===== config.mk =====
export PLATFORM = sky130hd
export DESIGN_NAME = game_ctrl
export DESIGN_NICKNAME = d
export VERILOG_FILES = /design/src/rtl/game_ctrl.sv
export SDC_FILE = /design/constraint.sdc
export NUM_CORES = 1
export LEC_CHECK = 0
export BUFFER_PORTS_ARGS = -buffer_cell sky130_fd_sc_hd__buf_2
export CORE_UTILIZATION = 53
export CTS_BUF_LIST = sky130_fd_sc_hd__clkbuf_2
export CTS_CLUSTER_SIZE = 24
export DETAILED_ROUTE_END_ITERATION = 10
export GPL_TIMING_DRIVEN = 0
export PLACE_DENSITY = 0.77
export SLEW_MARGIN = 20
export SYNTH_ARGS = -nofsm -noshare
export SYNTH_HDL_FRONTEND = slang
export SYNTH_SLANG_ARGS = --single-unit

===== constraint.sdc =====
create_clock -name clk -period 2.1 [get_ports clk]
set_input_delay 0.315 -clock clk [delete_from_list [all_inputs] [get_ports clk]]
set_output_delay 0.315 -clock clk [all_outputs]
set_load 0.02 [all_outputs]

===== src/rtl/game_ctrl.sv =====
// game_ctrl: top-level sequencer for the chicken-crossing game.
// Synchronises the move button, generates the vertical/horizontal scroll
// pulses, tracks lives and runs the IDLE/PLAY/HIT/OVER flow.
// Optional feature macro: GAME_CTRL_PAUSE_EN adds pause_btn / paused.
module game_ctrl #(
   parameter int LIVES      = 3,
   parameter int HIT_FRAMES = 60
) (
   input  logic       clk,
   input  logic       reset,
   input  logic       frame_tick,
   input  logic       move_btn,
   input  logic       collision,
   input  logic [7:0] score,
`ifdef GAME_CTRL_PAUSE_EN
   input  logic       pause_btn,
   output logic       paused,
`endif
   output logic       step_v,
   output logic       step_h,
   output logic       game_rst,
   output logic [1:0] state,
   output logic [1:0] lives,
   output logic       flash
);

   typedef enum logic [1:0] {IDLE = 2'd0, PLAY = 2'd1, HIT = 2'd2, OVER = 2'd3} st_t;

   st_t        st;
   logic [2:0] btn_q;
   logic       btn_edge;
   logic [3:0] period;
   logic [3:0] hcnt;
   logic [3:0] hcnt_nxt;
   logic       h_fire;
   logic [7:0] hit_cnt;
   logic [7:0] hit_cnt_nxt;
   logic       hit_flag;
   logic       v_used;
   logic       play_run;
   logic       score_unused;

   assign state        = st;
   assign score_unused = ^score[4:0];
   assign btn_edge     = btn_q[1] & ~btn_q[2];
   // Faster scroll as score grows: 8 frames at score 0 down to 1 frame.
   assign period       = 4'd8 - {1'b0, score[7:5]};
   assign hcnt_nxt     = hcnt + 4'd1;
   // >= so a score jump that shortens the period fires on the next tick.
   assign h_fire       = frame_tick && (hcnt_nxt >= period);
   assign hit_cnt_nxt  = hit_cnt + 8'd1;

   // Two-flop synchroniser plus a history flop for rising-edge detection.
   always_ff @(posedge clk) begin
      if (reset) btn_q <= 3'b000;
      else       btn_q <= {btn_q[1:0], move_btn};
   end

`ifdef GAME_CTRL_PAUSE_EN
   logic [2:0] pause_q;
   logic       pause_edge;
   assign pause_edge = pause_q[1] & ~pause_q[2];
   assign play_run   = !paused && !pause_edge;

   // Pause button synchroniser and PLAY-only pause toggle.
   always_ff @(posedge clk) begin
      if (reset) begin
         pause_q <= 3'b000;
         paused  <= 1'b0;
      end else begin
         pause_q <= {pause_q[1:0], pause_btn};
         if (st == PLAY && pause_edge) paused <= ~paused;
      end
   end
`else
   assign play_run = 1'b1;
`endif

   // Game state machine; all outputs are registered here.
   always_ff @(posedge clk) begin
      if (reset) begin
         st       <= IDLE;
         lives    <= 2'(LIVES);
         step_v   <= 1'b0;
         step_h   <= 1'b0;
         game_rst <= 1'b0;
         flash    <= 1'b0;
         hcnt     <= 4'd0;
         hit_cnt  <= 8'd0;
         hit_flag <= 1'b0;
         v_used   <= 1'b0;
      end else begin
         step_v   <= 1'b0;
         step_h   <= 1'b0;
         game_rst <= 1'b0;
         case (st)
            IDLE: begin
               // The starting press only starts the game; it never steps.
               if (btn_edge) begin
                  st       <= PLAY;
                  lives    <= 2'(LIVES);
                  game_rst <= 1'b1;
                  hcnt     <= 4'd0;
                  hit_flag <= 1'b0;
                  v_used   <= 1'b0;
               end
            end
            PLAY: begin
               if (play_run) begin
                  if (frame_tick && (hit_flag || collision)) begin
                     // Hit wins over any coincident step request.
                     st       <= HIT;
                     lives    <= (lives == 2'd0) ? 2'd0 : lives - 2'd1;
                     flash    <= 1'b1;
                     hit_cnt  <= 8'd0;
                     hit_flag <= 1'b0;
                  end else begin
                     if (frame_tick) begin
                        hit_flag <= 1'b0;
                        v_used   <= 1'b0;
                        if (h_fire) begin
                           step_h <= 1'b1;
                           hcnt   <= 4'd0;
                        end else begin
                           hcnt <= hcnt_nxt;
                        end
                     end else if (collision) begin
                        hit_flag <= 1'b1;
                     end
                     // One vertical step per frame; extra presses are dropped.
                     // A press colliding with a step_h tick is also dropped so
                     // the two scroll pulses never overlap.
                     if (btn_edge && !v_used && !h_fire) begin
                        step_v <= 1'b1;
                        v_used <= 1'b1;
                     end
                  end
               end
            end
            HIT: begin
               if (frame_tick) begin
                  if (hit_cnt_nxt == 8'(HIT_FRAMES)) begin
                     flash    <= 1'b0;
                     hcnt     <= 4'd0;
                     v_used   <= 1'b0;
                     hit_flag <= 1'b0;
                     if (lives == 2'd0) begin
                        st <= OVER;
                     end else begin
                        st       <= PLAY;
                        game_rst <= 1'b1;
                     end
                  end else begin
                     hit_cnt <= hit_cnt_nxt;
                     if (hit_cnt_nxt[2:0] == 3'd0) flash <= ~flash;
                  end
               end
            end
            OVER: begin
               if (btn_edge) st <= IDLE;
            end
            default: st <= IDLE;
         endcase
      end
   end

endmodule

==> flow_summary.toml <==
[outcome]
outcome = "finished clean"

[placement]
dp_hpwl_um = 2564
io_buffers = 14
dp_worst_setup_slack_ns = -0.05230
place.gp.congestion = 0.8661

[final_layout]
fill_cells = 241
seq_area_um2 = 511.7
diodes = 0
syn_to_final_growth_pct = 12.36
nNetsFinal = 226
drive_gt1_frac = 0.2206
multiInputGateArea_mm2 = 0.001008

[route]
ant_nets = 0
wl_met3_um = 247
dr.first_iter.drc_count = 130
wl_per_cell_um = 15.19
num_vias = 1493
drc = 0
wl_um = 3570
wl_met1_um = 1597
drt-pass1-iter-count = 4
top_layer = "met4"
dr_wl_met2_um = 1692
via_per_inst = 6.353

[worst_setup_path]
path_class = "reg -> reg"
cp_max_fo = 5
rr_endpoint = "hcnt[2]"
startpoint = "hcnt[0]"
worstPathCellList = "ha_2, xor2_1, ha_1, nor3_1, or2_2, o2111a_1, a211oi_2, o32ai_1"
cpPeakStageDelay_ns = 0.42
reg2reg_from = "hcnt[0]"
crit_end = "hcnt[2]"
r2r_cells = 8
crit_required_ns = 2.38
worstPathArrival_ns = 2.32
r2r_slack_ns = 0.06
end_kind = "flop"
cpMaxStageDelayCell = "dfxtp_4"
critPathLaunchType = "flop"

[synthesis]
post_synth_num_cell_types = 53
syn-num-nets = 206
postSynthCellCount = 185
yosysSeqAreaShare = 0.3273
synth.most_common_cell = "dfxtp_1"
synth_area_leaders = "dfxtp_1 (33%), ha_1 (6.5%), nand2_1 (4.2%)"
yosys.area.top_type = "dfxtp_1"
synth_commonest_cells = "dfxtp_1 (25), nand2_1 (17), nor2_1 (17)"
synth_edf_count = 0
synth_top_flop_cell = "dfxtp_1"
ys_ff_latch = 25
syn_area_mm2 = 0.001529
synth_warnings = 0
synthArstFlopShare = 0
synth.top_cell.area_share = 0.3273
synth_area_per_cell_um2 = 8.265

[clock_network]
htreeDepth = 1
cts_tree = "done"
cts_buffers = 3
cts_buffer_depth = 2
cts_root_buf = "clkbuf_2"
clk_pin_slew_ns = 0.25
hold_buffers = 0
clk_latency_ns = 0.38
cts.sinks = 25

[pwr]
power_density_mw_per_mm2 = 460.6
total_power_mw = 0.7913
peakVddDrop_mv = 0.3745
leakage_nw = 0.6619

[sta]
report.final.hold_viol_count = 0
skew_ns = 0.008828
fin_crit_ns = 2.044
finalSetupViolations = 0
fin_ws_ns = 0.05555
slew-limit-headroom = 0.5853
post-route-period-util = 0.9735
max_freq_mhz = 489.1
rsz0062_at_grt = "yes"
tightest_slew_ns = 0.6208
drv_slew = 0

[global_routing]
grt_max_degree = 16
grt_overflow = 0
grt_antenna_before_repair = 0
grt_pass1_vias = 1355
grt_pass1_wl_um = 5837
grt_util_all_layers = 0.2342

[die]
die_y_um = 55.71
initial_core_util = 0.5593
core_mm2 = 0.002734
core.rowCount = 19
die_x_um = 55.71
die_area_mm2 = 0.003104
ios = 21

[hold_path]
hp-class = "in -> reg"

[flow_run]
maxCapViolations = 0
-- registers in the layout, indices dropped and copies added, names as in the netlist --
signal	flops
step_h	1
game_rst	1
hit_flag	1
state	2
v_used	1
hit_cnt	8
btn_q	3
hcnt	4
flash	1
step_v	1
lives	2
-- power breakdown --
group	leakage (nW)	switching, mW	internal [mW]	total (mW)
combinational	0.444	0.0662	0.0357	0.102
clock	0.0126	0.162	0.0441	0.206
sequential	0.205	0.00355	0.480	0.483
total	0.662	0.232	0.559	0.791
-- cell usage in the layout, fill, tap and decap left out, types with 2 or more instances in the layout --
cell type / instances
dfxtp_1: 20
nand2_1: 17
nor2_1: 17
buf_2: 16
nor2b_1: 9
o21ai_0: 9
nand3_1: 8
inv_1: 8
a21oi_1: 8
ha_1: 6
a31oi_1: 5
clkbuf_1: 4
o211ai_1: 4
or2_2: 3
nor4_1: 3
a32o_1: 3
nor3_1: 3
and3_1: 3
mux2i_1: 3
clkbuf_2: 3
dfxtp_2: 3
xor2_1: 2
nand2b_1: 2
nand3b_1: 2
nor3_2: 2
nor3b_1: 2
a211oi_2: 2
a32oi_1: 2
o21ai_1: 2
ha_2: 2
dfxtp_4: 2
-- layer usage --
| metal | GRT usage | vias up |
|---|---|---|
| met5 | 0 | - |
| met2 | 0.3855 | 59 |
| li1 | - | 724 |
| met4 | 0.09286 | 0 |
| met1 | 0.3113 | 705 |
| met3 | 0.03023 | 5 |
-- metrics by stage --
| step | instance area [um2] | TNS (ns) | hold WS, ns | std cells | util |
|---|---|---|---|---|---|
| global placement | 1638 | -0.006958 | 0.4275 | 230 | 0.5991 |
| CTS | 1675 | 0 | 0.1517 | 234 | 0.6128 |
| global route | 1718 | -0.08185 | 0.1429 | 235 | 0.6284 |
| floorplan | 1529 | 0 | 0.4125 | 185 | - |
| finish | 1718 | 0 | 0.1339 | 235 | 0.6284 |
| detailed placement | 1638 | -0.07310 | 0.4434 | 230 | 0.5991 |
-- cell families after synthesis --
family	after synthesis	synth area share
adder cells (fa/ha/maj)	8	0.06547
flip-flops	25	0.3273
buffers and inverters	15	0.03846
multiplexers	3	0.01964
XOR/XNOR	3	0.01719
AND/OR/NAND/NOR	81	0.2905
AO/OA/AOI/OAI	50	0.2414
-- area by class of cell --
| cell class | instances | area share |
|---|---|---|
| clock buffer | 3 | 0.008740 |
| tap | 31 | 0.02258 |
| clock inverter | 1 | 0.004370 |
| inverter | 9 | 0.01966 |
| buffer | 6 | 0.01457 |
| multi-input combinational | 145 | 0.5870 |
| timing repair buffer | 15 | 0.04516 |
| sequential | 25 | 0.2979 |
-- worst min path at each step --
stage | from | to | slack [ns] | cells after the start
after floorplan | frame_tick | step_v | 0.41 | 1
after global placement | btn_q[0] | btn_q[1] | 0.43 | 1
after detailed placement | btn_q[0] | btn_q[1] | 0.44 | 1
after CTS | move_btn | btn_q[0] | 0.15 | 2
after global routing | move_btn | btn_q[0] | 0.14 | 2
final | move_btn | btn_q[0] | 0.13 | 2
-- timing repair --
action / CTS / global route
resized for setup: 4 / 11
buffers inserted: 0 / 1
pin swaps: 0 / 2
endpoints found under the setup margin: 11 / 6
-- critical path, delay by kind of cell, from the launching register on --
| kind | cells | cell delay, ns |
|---|---|---|
| flops | 1 | 0.42 |
| compound gates | 3 | 0.55 |
| xor+xnor | 1 | 0.14 |
| simple gates | 2 | 0.36 |
| fa+ha+maj | 2 | 0.48 |
No activity file was read; power rests on OpenSTA's default activity.
